--- src/rtl/pos_sweep_if.sv ---
// pos_sweep_if: control and result bus of pos_sweep_ctrl.
//   start/abort      : sweep control from the master
//   busy/done        : sweep status (done is a one-cycle pulse)
//   tt1/tt2          : captured S1/S2 truth tables
//   mis_cnt/first_bad: disagreement count and lowest disagreeing vector
//   equiv            : both forms agree (valid from the done pulse onwards)
//   exp_tt/exp_err   : expected S1 table and its error flag, only with POS_SWEEP_EXPECT_EN
interface pos_sweep_if;
    logic        start;
    logic        abort;
    logic        busy;
    logic        done;
    logic        equiv;
    logic [15:0] tt1;
    logic [15:0] tt2;
    logic [4:0]  mis_cnt;
    logic [3:0]  first_bad;
`ifdef POS_SWEEP_EXPECT_EN
    logic [15:0] exp_tt;
    logic        exp_err;
    modport master (output start, abort, exp_tt,
                    input busy, done, equiv, tt1, tt2, mis_cnt, first_bad, exp_err);
    modport slave  (input start, abort, exp_tt,
                    output busy, done, equiv, tt1, tt2, mis_cnt, first_bad, exp_err);
`else
    modport master (output start, abort,
                    input busy, done, equiv, tt1, tt2, mis_cnt, first_bad);
    modport slave  (input start, abort,
                    output busy, done, equiv, tt1, tt2, mis_cnt, first_bad);
`endif
endinterface

--- src/rtl/pos_sweep_ctrl.sv ---
// pos_sweep_ctrl: sweeps X/Y/W/Z through vectors 0..15, captures S1/S2 truth tables and checks equivalence.
//   clk, rst_n         : clock, asynchronous active-low reset
//   ctl (slave)        : control/result bus, see pos_sweep_if
//   x_o, y_o, w_o, z_o : vector to the function units, x_o is the MSB
//   s1_i, s2_i         : reference-form and simplified-form outputs
//   SETTLE             : cycles each vector is held before sampling (1..15)
//   Optional macro POS_SWEEP_EXPECT_EN adds an expected-S1 table check.
module pos_sweep_ctrl #(
    parameter int SETTLE = 1
) (
    input  logic clk,
    input  logic rst_n,
    pos_sweep_if.slave ctl,
    output logic x_o,
    output logic y_o,
    output logic w_o,
    output logic z_o,
    input  logic s1_i,
    input  logic s2_i
);
    typedef enum logic [1:0] {S_IDLE, S_WAIT, S_SAMPLE, S_DONE} state_t;
    localparam logic [3:0] WLAST = 4'(SETTLE - 1);
    state_t      state_q, state_d;
    logic [3:0]  idx_q, idx_d, wcnt_q, wcnt_d, fb_q, fb_d;
    logic [15:0] tt1_q, tt1_d, tt2_q, tt2_d;
    logic [4:0]  mis_q, mis_d;
    logic        eq_q, eq_d, err_n;
`ifdef POS_SWEEP_EXPECT_EN
    logic [15:0] exp_q, exp_d;
    logic        err_q, err_d;
`endif

    always_ff @(posedge clk or negedge rst_n) begin
        if (!rst_n) state_q <= S_IDLE;
        else        state_q <= state_d;
    end

    // abort beats both start (in IDLE) and the capture (in SAMPLE)
    always_comb begin
        state_d = state_q;
        case (state_q)
            S_IDLE:   state_d = (ctl.start && !ctl.abort) ? S_WAIT : S_IDLE;
            S_WAIT:   state_d = ctl.abort ? S_IDLE : (wcnt_q == WLAST) ? S_SAMPLE : S_WAIT;
            S_SAMPLE: state_d = ctl.abort ? S_IDLE : (idx_q == 4'd15) ? S_DONE : S_WAIT;
            default:  state_d = S_IDLE;
        endcase
    end

    always_comb begin
        ctl.busy = (state_q == S_WAIT) || (state_q == S_SAMPLE);
        ctl.done = (state_q == S_DONE);
    end

    always_comb begin
        idx_d  = idx_q;
        wcnt_d = wcnt_q;
        fb_d   = fb_q;
        tt1_d  = tt1_q;
        tt2_d  = tt2_q;
        mis_d  = mis_q;
        eq_d   = eq_q;
`ifdef POS_SWEEP_EXPECT_EN
        exp_d  = exp_q;
        err_d  = err_q;
`endif
        if (state_q == S_IDLE && state_d == S_WAIT) begin
            idx_d  = '0;
            wcnt_d = '0;
            fb_d   = '0;
            tt1_d  = '0;
            tt2_d  = '0;
            mis_d  = '0;
            eq_d   = 1'b0;
`ifdef POS_SWEEP_EXPECT_EN
            exp_d  = ctl.exp_tt;
            err_d  = 1'b0;
`endif
        end
        if (state_q == S_WAIT && state_d == S_WAIT) wcnt_d = wcnt_q + 4'd1;
        if (state_q == S_SAMPLE && !ctl.abort) begin
            tt1_d[idx_q] = s1_i;
            tt2_d[idx_q] = s2_i;
            if (s1_i != s2_i) mis_d = mis_q + 5'd1;
            if (s1_i != s2_i && mis_q == 5'd0) fb_d = idx_q;
`ifdef POS_SWEEP_EXPECT_EN
            if (s1_i != exp_q[idx_q]) err_d = 1'b1;
`endif
            if (state_d == S_WAIT) begin
                idx_d  = idx_q + 4'd1;
                wcnt_d = '0;
            end
        end
        if (state_d == S_IDLE) idx_d = '0;
        // equiv is settled on the edge into DONE so it is valid with the done pulse
        if (state_d == S_DONE) eq_d = (mis_d == 5'd0) && !err_n;
    end

`ifdef POS_SWEEP_EXPECT_EN
    assign err_n       = err_d;
    assign ctl.exp_err = err_q;
`else
    assign err_n = 1'b0;
`endif

    always_ff @(posedge clk or negedge rst_n) begin
        if (!rst_n) begin
            idx_q  <= '0;
            wcnt_q <= '0;
            fb_q   <= '0;
            tt1_q  <= '0;
            tt2_q  <= '0;
            mis_q  <= '0;
            eq_q   <= 1'b0;
`ifdef POS_SWEEP_EXPECT_EN
            exp_q  <= '0;
            err_q  <= 1'b0;
`endif
        end else begin
            idx_q  <= idx_d;
            wcnt_q <= wcnt_d;
            fb_q   <= fb_d;
            tt1_q  <= tt1_d;
            tt2_q  <= tt2_d;
            mis_q  <= mis_d;
            eq_q   <= eq_d;
`ifdef POS_SWEEP_EXPECT_EN
            exp_q  <= exp_d;
            err_q  <= err_d;
`endif
        end
    end

    assign {x_o, y_o, w_o, z_o} = idx_q;
    assign ctl.tt1       = tt1_q;
    assign ctl.tt2       = tt2_q;
    assign ctl.mis_cnt   = mis_q;
    assign ctl.first_bad = fb_q;
    assign ctl.equiv     = eq_q;
endmodule
--- src/flat_wrapper.sv ---
// flat-port wrapper written by rule: the top's interface ports become plain ports
module pos_sweep_ctrl_flat 
#(
    parameter int SETTLE = 1
)
  (clk, rst_n, x_o, y_o, w_o, z_o, s1_i, s2_i, ctl_start, ctl_abort, ctl_busy, ctl_done, ctl_equiv, ctl_tt1, ctl_tt2, ctl_mis_cnt, ctl_first_bad);
  pos_sweep_if ctl_i ();
  input  logic clk;
  input  logic rst_n;
  output logic x_o;
  output logic y_o;
  output logic w_o;
  output logic z_o;
  input  logic s1_i;
  input  logic s2_i;
  input wire logic [$bits(ctl_i.start)-1:0] ctl_start;
  input wire logic [$bits(ctl_i.abort)-1:0] ctl_abort;
  output wire logic [$bits(ctl_i.busy)-1:0] ctl_busy;
  output wire logic [$bits(ctl_i.done)-1:0] ctl_done;
  output wire logic [$bits(ctl_i.equiv)-1:0] ctl_equiv;
  output wire logic [$bits(ctl_i.tt1)-1:0] ctl_tt1;
  output wire logic [$bits(ctl_i.tt2)-1:0] ctl_tt2;
  output wire logic [$bits(ctl_i.mis_cnt)-1:0] ctl_mis_cnt;
  output wire logic [$bits(ctl_i.first_bad)-1:0] ctl_first_bad;
  assign ctl_i.start = ctl_start;
  assign ctl_i.abort = ctl_abort;
  assign ctl_busy = ctl_i.busy;
  assign ctl_done = ctl_i.done;
  assign ctl_equiv = ctl_i.equiv;
  assign ctl_tt1 = ctl_i.tt1;
  assign ctl_tt2 = ctl_i.tt2;
  assign ctl_mis_cnt = ctl_i.mis_cnt;
  assign ctl_first_bad = ctl_i.first_bad;
  pos_sweep_ctrl #(.SETTLE(SETTLE)) u_core (.clk(clk), .rst_n(rst_n), .ctl(ctl_i), .x_o(x_o), .y_o(y_o), .w_o(w_o), .z_o(z_o), .s1_i(s1_i), .s2_i(s2_i));
endmodule
--- config.mk ---
export PLATFORM = sky130hd
export DESIGN_NAME = pos_sweep_ctrl_flat
export DESIGN_NICKNAME = d
export VERILOG_FILES = /design/src/rtl/pos_sweep_if.sv /design/src/rtl/pos_sweep_ctrl.sv /design/src/flat_wrapper.sv
export SDC_FILE = /design/constraint.sdc
export NUM_CORES = 1
export LEC_CHECK = 0
export BUFFER_PORTS_ARGS = -buffer_cell sky130_fd_sc_hd__buf_4
export CAP_MARGIN = 20
export CORE_MARGIN = 3
export CORE_UTILIZATION = 55
export CTS_CLUSTER_SIZE = 40
export DETAILED_ROUTE_END_ITERATION = 8
export PLACE_DENSITY = 0.86
export SLEW_MARGIN = 10
export SYNTH_ARGS = -nofsm -noshare
export SYNTH_HDL_FRONTEND = slang
export SYNTH_SLANG_ARGS = --single-unit
export TNS_END_PERCENT = 1
--- constraint.sdc ---
create_clock -name clk -period 2.3 [get_ports clk]
set_clock_uncertainty 0.2 [all_clocks]
set_input_delay 0.115 -clock clk [delete_from_list [all_inputs] [get_ports clk]]
set_output_delay 0.115 -clock clk [all_outputs]
set_load 0.01 [all_outputs]
Yosys cells after proc, flatten, opt, wreduce, memory -nomap -nowiden
Cells that the tools add are included.
{ "op_classes": {"addsub": 3, "n_lt_le_gt_ge": 2, "n_eq_ne": 7, "mux": 30, "n_reduce_logical": 14} }
{ "ops": {"columns": ["op", "count"], "rows": [
  ["$mux W16", 4],
  ["$mux W4", 11],
  ["$bwmux W16", 2],
  ["$mux W5", 3],
  ["$logic_not A5 Y1", 2],
  ["$add A4 B1 Y4 const B", 2],
  ["$mux W2", 4],
  ["$eq A2 B2 Y1 const B", 3],
  ["$logic_and A1 B1 Y1", 6],
  ["$pmux W2 S3", 1],
  ["$add A5 B1 Y5 const B", 1],
  ["$lt A4 B5 Y1 const B", 1],
  ["$demux W1 S4", 1],
  ["$eq A2 B1 Y1 const B", 2],
  ["$eq A4 B4 Y1 const B", 1],
  ["$ge A4 B1 Y1 const B", 1],
  ["$logic_not A2 Y1", 2],
  ["$logic_not A4 Y1", 1],
  ["$mux W1", 4],
  ["$reduce_bool A2 Y1", 1],
  ["$logic_not A1 Y1", 1],
  ["$logic_or A1 B1 Y1", 1],
  ["$ne A1 B1 Y1", 1]
]} }
{ "word_totals": {"register_bits": 52, "output_inout_bits": 48} }

Logic depth before layout (Yosys ltp)
Gate-level depths: netlist of run 1.
{ "depth": {"depth_word": 11, "depth_mapped": 9} }

Worst setup path before layout of run 1
OpenSTA, ideal clock, no wires.
{ "synth_timing": {"path_kind": "register -> register", "startpoint": "reg u_core.state_q[1]", "endpoint": "reg u_core.idx_q[3]", "arrival_ps": 1829, "required_ps": 2018, "setup_slack_ps": 189, "stages_incl_launch_ff": 9, "path_buffers": 1, "synth_period_minus_slack_ps": 2111, "path_cell_list": "dfrtp_1 -> inv_1 -> ha_1 -> buf_2 -> or2_2 -> o22ai_2 -> nand2_2 -> or4_1 -> a31oi_1"} }
{ "synth_between": {"elab_chain_cells": 8} }
{ "synth_rtl": {"columns": ["item", "line", "rtl"], "rows": [
  ["start, declared", "pos_sweep_ctrl.sv:23", "state_t state_q, state_d;"],
  ["start signal, assigned", "pos_sweep_ctrl.sv:35", "else state_q <= state_d;"],
  ["$eq A2 B2 Y1 (tied with other cells)", "pos_sweep_ctrl.sv:41, pos_sweep_ctrl.sv:80", null],
  ["$pmux W2 S3", "pos_sweep_ctrl.sv:41", "case (state_q)"],
  ["$eq A2 B1 Y1", "pos_sweep_ctrl.sv:66, pos_sweep_ctrl.sv:88", null],
  ["$logic_and A1 B1 Y1", "pos_sweep_ctrl.sv:66", "if (state_q == S_IDLE && state_d == S_WAIT) begin"],
  ["$mux W4", "pos_sweep_ctrl.sv:66", null],
  ["$mux W4", "pos_sweep_ctrl.sv:88", "if (state_d == S_WAIT) begin"],
  ["$mux W4", "pos_sweep_ctrl.sv:80", "if (state_q == S_SAMPLE && !ctl.abort) begin"],
  ["$mux W4 *", "pos_sweep_ctrl.sv:93", "if (state_d == S_IDLE) idx_d = '0;"],
  ["net u_core.idx_d[3]", "pos_sweep_ctrl.sv:24", "logic [3:0] idx_q, idx_d, wcnt_q, wcnt_d, fb_q, fb_d;"],
  ["end signal, assigned", "pos_sweep_ctrl.sv:119", "idx_q <= idx_d;"],
  ["end, declared", "pos_sweep_ctrl.sv:24", null]
]} }
Mark *: on every way through the listed nets, which the timed path passes. The rest lies on a longest branch.
A chain may end at the register's enable or synchronous reset.

Final worst setup path of run 1
{ "layout_timing": {"startpoint": "reg u_core.state_q[1]", "endpoint": "reg u_core.eq_q (netlist: u_core.ctl.equiv)"} }
{ "layout_between": {"elab_chain_cells": 9} }
{ "layout_rtl": {"columns": ["item", "line", "rtl"], "rows": [
  ["$eq A2 B2 Y1 (tied with other cells)", "pos_sweep_ctrl.sv:41, pos_sweep_ctrl.sv:80", null],
  ["$pmux W2 S3", "pos_sweep_ctrl.sv:41", null],
  ["$eq A2 B1 Y1", "pos_sweep_ctrl.sv:66", null],
  ["$logic_and A1 B1 Y1", "pos_sweep_ctrl.sv:66", null],
  ["$mux W5", "pos_sweep_ctrl.sv:66", null],
  ["$mux W5", "pos_sweep_ctrl.sv:83", "if (s1_i != s2_i) mis_d = mis_q + 5'd1;"],
  ["$mux W5", "pos_sweep_ctrl.sv:80", null],
  ["$logic_not A5 Y1", "pos_sweep_ctrl.sv:95", "if (state_d == S_DONE) eq_d = (mis_d == 5'd0) && !err_n;"],
  ["$mux W1", "pos_sweep_ctrl.sv:95", null],
  ["end signal, assigned", "pos_sweep_ctrl.sv:125", "eq_q <= eq_d;"],
  ["end, declared", "pos_sweep_ctrl.sv:27", "logic eq_q, eq_d, err_n;"]
]} }
Parallel ways exist; a longest one is shown, timed or not.

==> impl_results.md, run 1 <==
* Outcome: completed
* Main synth FF type: dfrtp_1
* Clock Path Buffers at 2
* Core Box Area at 4500 sq um
* Total power at 2.16 mW
* Yosys warning count at 0
* Fmax at 465 MHz
* Worst hold slack at 0.166 ns
* DRC violations left at 0
* Crit path max fanout at 7
* Synth Register Bits at 52
* Worst-path cell chain: inv_1, ha_1, or2_2, o22ai_2, nand3_1, buf_4, a211o_1, mux2i_1
* PwrDens at 658 nW/um^2
* Syn_nets at 317
* CTS tree: yes
* Clk pin slew, worst setup/hold paths at 0.09 ns
* Maximum VDD drop at 0.000455 V
* Port Buf Inserts at 53
* Mapped Area at 2660 sq um
* Area grow syn2layout at 23.7%
* Type of origin of the critical path: flop
* Worst path bufs/invs at 2
* Top cell type's share of synthesized area at 0.489
* Worst EP required at 2.32 ns
* CTS buffer count at 5
* Initial core utilization at 0.590
* Filler cells at 339
* Final hold viol count at 0
* CP peak stage delay at 0.38 ns
* Post-CTS setup buffers at 0
* Mapped Cells at 299
* Netlist cell types at 42
* Placed wire-length estimate at 4.37 mm
* Count leader, synth: nand2_1
* Leak pwr at 1.63 nW
* Unrepaired setup endpoints after global routing: no
* Seq/Total Area, Yosys at 0.489
* Detailed-route wire length per cell at 14.9 um
* # nets final at 377
* Final setup TNS at 0 ns
* Final RePlAce weighted congestion at 0.914
* CTS Root Buffer Type: clkbuf_8
* Dominant cells by area after synthesis: dfrtp_1, nand2_1, nand3_1, ha_1, o21ai_0
* Max-slew violation count at 0
* Die H at 75.5 um
* Worst Setup End Kind: flop
* Slew headroom at 0.572
* Global route overflow at 0
* Fin crit share at 0.935
* 1st-iter DRT viols at 134
* Reg area at 1300 sq um
* First-pass GRT wire length at 9.89 mm
* IO Count at 54
* Total die area at 5700 sq um
* Routed WL at 6.13 mm
* Hold WC Path Type: in2async
* Layout cells sized above 1 at 0.231
* Synthesized area per cell at 8.89 sq um
* TritonRoute pass-1 iters at 4
* MaxCap Viol Count at 0
* EDFF count, synth at 0
* Total number of vias at 2353
* WP depth at 8
* Largest net degree at the start of global routing at 53
* H-tree depth at 2
* Worst path slowest cell: dfrtp_1
* Post-synth ARST share at 1.00
* Cell row count at 24
* Via density at 5.71
* All-Layer GR Usage at 0.228
* Worst skew pair latency at 0.30 ns
* Worst-Margin Slew at 0.642 ns
* Synth cell count leaders: nand2_1, dfrtp_1, nand3_1, o21ai_0, ha_1
* Crit path time final at 2.15 ns
* CTS Sinks at 52
* Post-route ant nets at 0
* Vias in the first global route at 2085
* Synth area leader: dfrtp_1
* Multi-input combinational cell area at 1230 sq um
* Die W at 75.5 um
* Setup Viol. Count Final at 0
* CP Data Arrival Time at 2.17 ns
* Reg2Reg Depth at 8
* Setup CP Type: reg2reg
* Initial antenna violation count at 0
* Delay-heaviest family, CP: simple AND/OR/NAND/NOR gates
* Antenna Cells at 0
## timing repair
item | CTS | global route
resized for setup | 0 | 1
endpoints found under the hold margin | 85 | 0
hold buffers | 4 | 0
setup endpoints to repair | 0 | 1
## layout by cell type (no fill, tap or decap), drive strengths merged, types with 2 or more instances in the layout
cell	n
nand2b	4
a31oi	2
nor4	2
nor2	7
a21oi	6
dfrtp	52
nand3	42
o21ai	26
a32oi	3
nand2	74
xor2	3
nor2b	2
clkbuf	6
and2	9
dlygate4sd3	4
o22ai	3
nor3	2
or2	2
buf	67
nor3b	3
inv	11
ha	12
## cells by family (layout without fill, tap and decap cells)
kind of cell / Yosys count / count (layout) / synth area share
AOI/OAI and AO/OA: 48 / 48 / 0.116
xor gates and xnor gates: 4 / 4 / 0.0132
adders and majority gates: 12 / 12 / 0.0565
buffers and inverters: 29 / 90 / 0.0499
DFF: 52 / 52 / 0.489
muxes: 1 / 1 / 0.00376
and+or+nand+nor: 153 / 153 / 0.271
## sequential cells by signal (all words and copies together) (netlist names)
signal                cells
u_core.ctl.equiv          1
u_core.ctl.first_bad      4
u_core.ctl.mis_cnt        5
u_core.ctl.tt1           16
u_core.ctl.tt2           16
u_core.idx_q              4
u_core.state_q            2
u_core.wcnt_q             4
## path summary, 6_finish.rpt
check	slack, ns	endpoint	start
worst max-delay path	0.15	u_core.ctl.equiv	u_core.state_q[1]
worst min-delay path	0.17	u_core.ctl.mis_cnt[0]	rst_n
worst max register to register	0.15	u_core.ctl.equiv	u_core.state_q[1]
worst min register to register	0.30	u_core.ctl.tt2[15]	u_core.ctl.tt2[15]
max in group asynchronous	1.29	u_core.state_q[1]	rst_n
min in group clk	0.20	u_core.state_q[0]	ctl_start
## worst register-to-register path, cell delays in order, from the launching register on
cell and delay, ns:
dfrtp_1 0.38, inv_1 0.07, ha_1 0.20, or2_2 0.29, o22ai_2 0.17, nand3_1 0.16
buf_4 0.19, a211o_1 0.26, mux2i_1 0.15
## per-stage QoR
stage	area, sq um	worst slack [ns]	instances	utilization
floorplan	2660	0.189	299	-
global placement	3140	0.260	400	0.696
detailed placement	3140	0.192	400	0.696
CTS	3280	0.152	412	0.729
global route	3290	0.0194	412	0.730
finish	3290	0.149	412	0.730
## where the power goes
part | leakage (nW) | switching (mW) | internal, mW
clock | 0.0552 | 0.284 | 0.323
combinational | 0.858 | 0.319 | 0.211
sequential | 0.719 | 0.0582 | 0.969
## metal layers
metal  GRT usage  vias to the layer above  part of all wire
li1            -                     1131                 -
met1       0.309                     1146              0.44
met2       0.373                       66              0.49
met3      0.0462                       10             0.055
met4      0.0660                        0             0.014
met5           0                        -                 0
## area by class of cell
cell class / count / share of cell area
Multi-Input combinational cell: 218 / 0.374
Sequential cell: 52 / 0.396
Clock buffer: 6 / 0.0221
Clock inverter: 2 / 0.0107
Inverter: 11 / 0.0126
Tap cell: 52 / 0.0198
Timing Repair Buffer: 71 / 0.165
Note: power is estimated with default switching activity, not from simulation.
==> run 2, diff against run 1 <==
- GPL_TIMING_DRIVEN: not set -> 0
==> impl_results.md, run 2 (synthesis gave the netlist of run 1 again) <==
* Outcome: completed
* H-tree depth at 2 (unchanged)
* Comb power frac at 0.258 (+0.013)
* Final RePlAce weighted congestion at 0.851 (-6.9%)
* Internal at 1.53 mW (+1.5%)
* MaxCap Viol Count at 0 (unchanged)
* CTS tree: yes
* Worst-Margin Slew at 0.654 ns (+0.0123 ns)
* CTS buffer count at 5 (unchanged)
* Post-route ant nets at 0 (unchanged)
* Global route overflow at 0 (unchanged)
* Fin crit share at 0.968 (+0.0326)
* DP Area at 3110 sq um (-0.92%)
* Filler cells at 324 (-4.4%)
* Via density at 5.64 (-1.2%)
* Commonest non-fill, non-tap cells in the layout: nand2_1, buf_4, dfrtp_1, nand3_1, o21ai_0
* Worst EP required at 2.31 ns (about the same)
* Cells after DPL at 402 (+0.50%)
* Slew headroom at 0.564 (-0.00818)
* Sw Ratio at 0.323 (+0.0177)
* Clk pin slew, worst setup/hold paths at 0.10 ns (about the same)
* Clock Path Buffers at 2 (unchanged)
* Die H at 75.5 um (unchanged)
* Routed WL at 6.43 mm (+4.8%)
* Port Buf Inserts at 51 (-3.8%)
* Final setup TNS at 0 ns (unchanged)
* PwrDens at 680 nW/um^2 (+3.4%)
* CTS Root Buffer Type: clkbuf_8
* Crit path time final at 2.23 ns (+0.0749 ns)
* Crit path max fanout at 7 (unchanged)
* Antenna Cells at 0 (unchanged)
* Final hold viol count at 0 (unchanged)
* Maximum VDD drop at 0.000565 V (+24%)
* IO Count at 54 (unchanged)
* Fmax at 449 MHz (-3.4%)
* Part of the power in the clock network at 0.287 (+0.007)
* Final Non-Filler Cells at 414 (+0.49%)
* Vias in the first global route at 2140 (+2.6%)
* First-pass GRT wire length at 9.85 mm (-0.41%)
* Pre-CTS WS at -0.120 ns (-0.312 ns)
* Area grow syn2layout at 24.6%
* 1st-iter DRT viols at 132 (-1.5%)
* Initial antenna violation count at 0 (unchanged)
* CP Data Arrival Time at 2.24 ns (+0.07 ns)
* Layout cells sized above 1 at 0.235 (+0.00425)
* # nets final at 379 (+0.53%)
* Cell row count at 24 (unchanged)
* All-Layer GR Usage at 0.225 (-0.00312)
* Total die area at 5700 sq um (unchanged)
* Net Sw Power at 728 uW (+10%)
* Hold WC Path Type: in2async
* DRC violations left at 0 (unchanged)
* Worst Setup SP: u_core.state_q[0]
* Worst r2r src: u_core.state_q[0]
* Flop pwr share at 0.456 (-0.019)
* Worst Setup End Kind: flop
* Fin util at 0.735 (+0.00528)
* Initial core utilization at 0.590 (unchanged)
* Largest net degree at the start of global routing at 53 (unchanged)
* Post-route setup slack at 0.0744 ns (-0.0749 ns)
* Core Box Area at 4500 sq um (unchanged)
* Leak pwr at 1.62 nW (-0.74%)
* Total number of vias at 2337 (-0.68%)
* TritonRoute pass-1 iters at 4 (unchanged)
* Detailed-route wire length per cell at 15.5 um (+4.3%)
* Worst skew pair latency at 0.31 ns (about the same)
* Design area at 3310 sq um (+0.72%)
* Setup Viol. Count Final at 0 (unchanged)
* Max-slew violation count at 0 (unchanged)
* Placed wire-length estimate at 4.39 mm (+0.55%)
* Setup CP Type: reg2reg
* CTS Sinks at 52 (unchanged)
* Commonest non-fill, non-tap cell in the layout: nand2_1
* Type of origin of the critical path: flop
* Die W at 75.5 um (unchanged)
-- run 2: final cells by class --
class | count | area [sq um] | area share
clock buffer | 6 | 72.6 | 0.0219
multi-input combinational | 218 | 1270 | 0.382
clock inverter | 2 | 38.8 | 0.0117
tap | 52 | 65.1 | 0.0196
sequential | 52 | 1300 | 0.393
buffer | 17 | 96.3 | 0.0291
inverter | 11 | 41.3 | 0.0125
timing repair buffer | 56 | 430 | 0.130
-- run 2: path summary, 6_finish.rpt --
| kind | end | slack [ns] | cells after the start |
|---|---|---|---|
| worst max-delay path | u_core.wcnt_q[3] | 0.07 | 9 |
| worst min-delay path | u_core.ctl.tt1[7] | 0.17 | 2 |
| worst max register to register | u_core.wcnt_q[3] | 0.07 | 9 |
| worst min register to register | u_core.ctl.tt1[15] | 0.31 | 2 |
| max in group asynchronous | u_core.ctl.tt2[3] | 1.30 | 2 |
| min in group clk | u_core.state_q[0] | 0.28 | 4 |
-- run 2: metrics by stage --
stage	hold slack, ns	total power, mW
floorplan	-0.381	1.39
detailed placement	-0.0139	1.56
global route	0.241	2.35
finish	0.171	2.25
CTS	0.177	2.20
global placement	-0.0181	1.54
-- run 2: layer usage --
| metal | wire length (um) | part of all wire | vias to the layer above | GRT usage |
|---|---|---|---|---|
| met2 | 3170 | 0.49 | 63 | 0.384 |
| met4 | 74 | 0.012 | 0 | 0.0563 |
| met3 | 312 | 0.049 | 8 | 0.0290 |
| li1 | - | - | 1137 | - |
| met1 | 2870 | 0.45 | 1129 | 0.304 |
| met5 | 0 | 0 | - | 0 |
-- run 2: timing repair --
action	4_1_cts	5_1_grt
buffers inserted	0	1
endpoints found under the setup margin	24	43
hold buffers	4	0
resized for setup	5	10
cloned	0	0
hold endpoints to repair	65	0
pin swaps	0	3
-- run 2: worst max-delay path: stages (launching register included) --
cell and delay [ns]:
dfrtp_1 0.39, inv_1 0.07, ha_1 0.24, and4b_1 0.20, buf_6 0.13, a21oi_4 0.19
and2_1 0.17, clkbuf_4 0.18, nand2_1 0.09, o41ai_2 0.28
-- run 2: power groups by stage --
stage | sequential [mW] | combinational [mW] | clock [mW]
2_1_floorplan | 1.04 | 0.356 | 0
4_1_cts | 1.02 | 0.534 | 0.641
5_1_grt | 1.03 | 0.636 | 0.677
3_5_place_dp | 1.04 | 0.518 | 0
3_3_place_gp | 1.04 | 0.503 | 0
6_report | 1.03 | 0.580 | 0.646
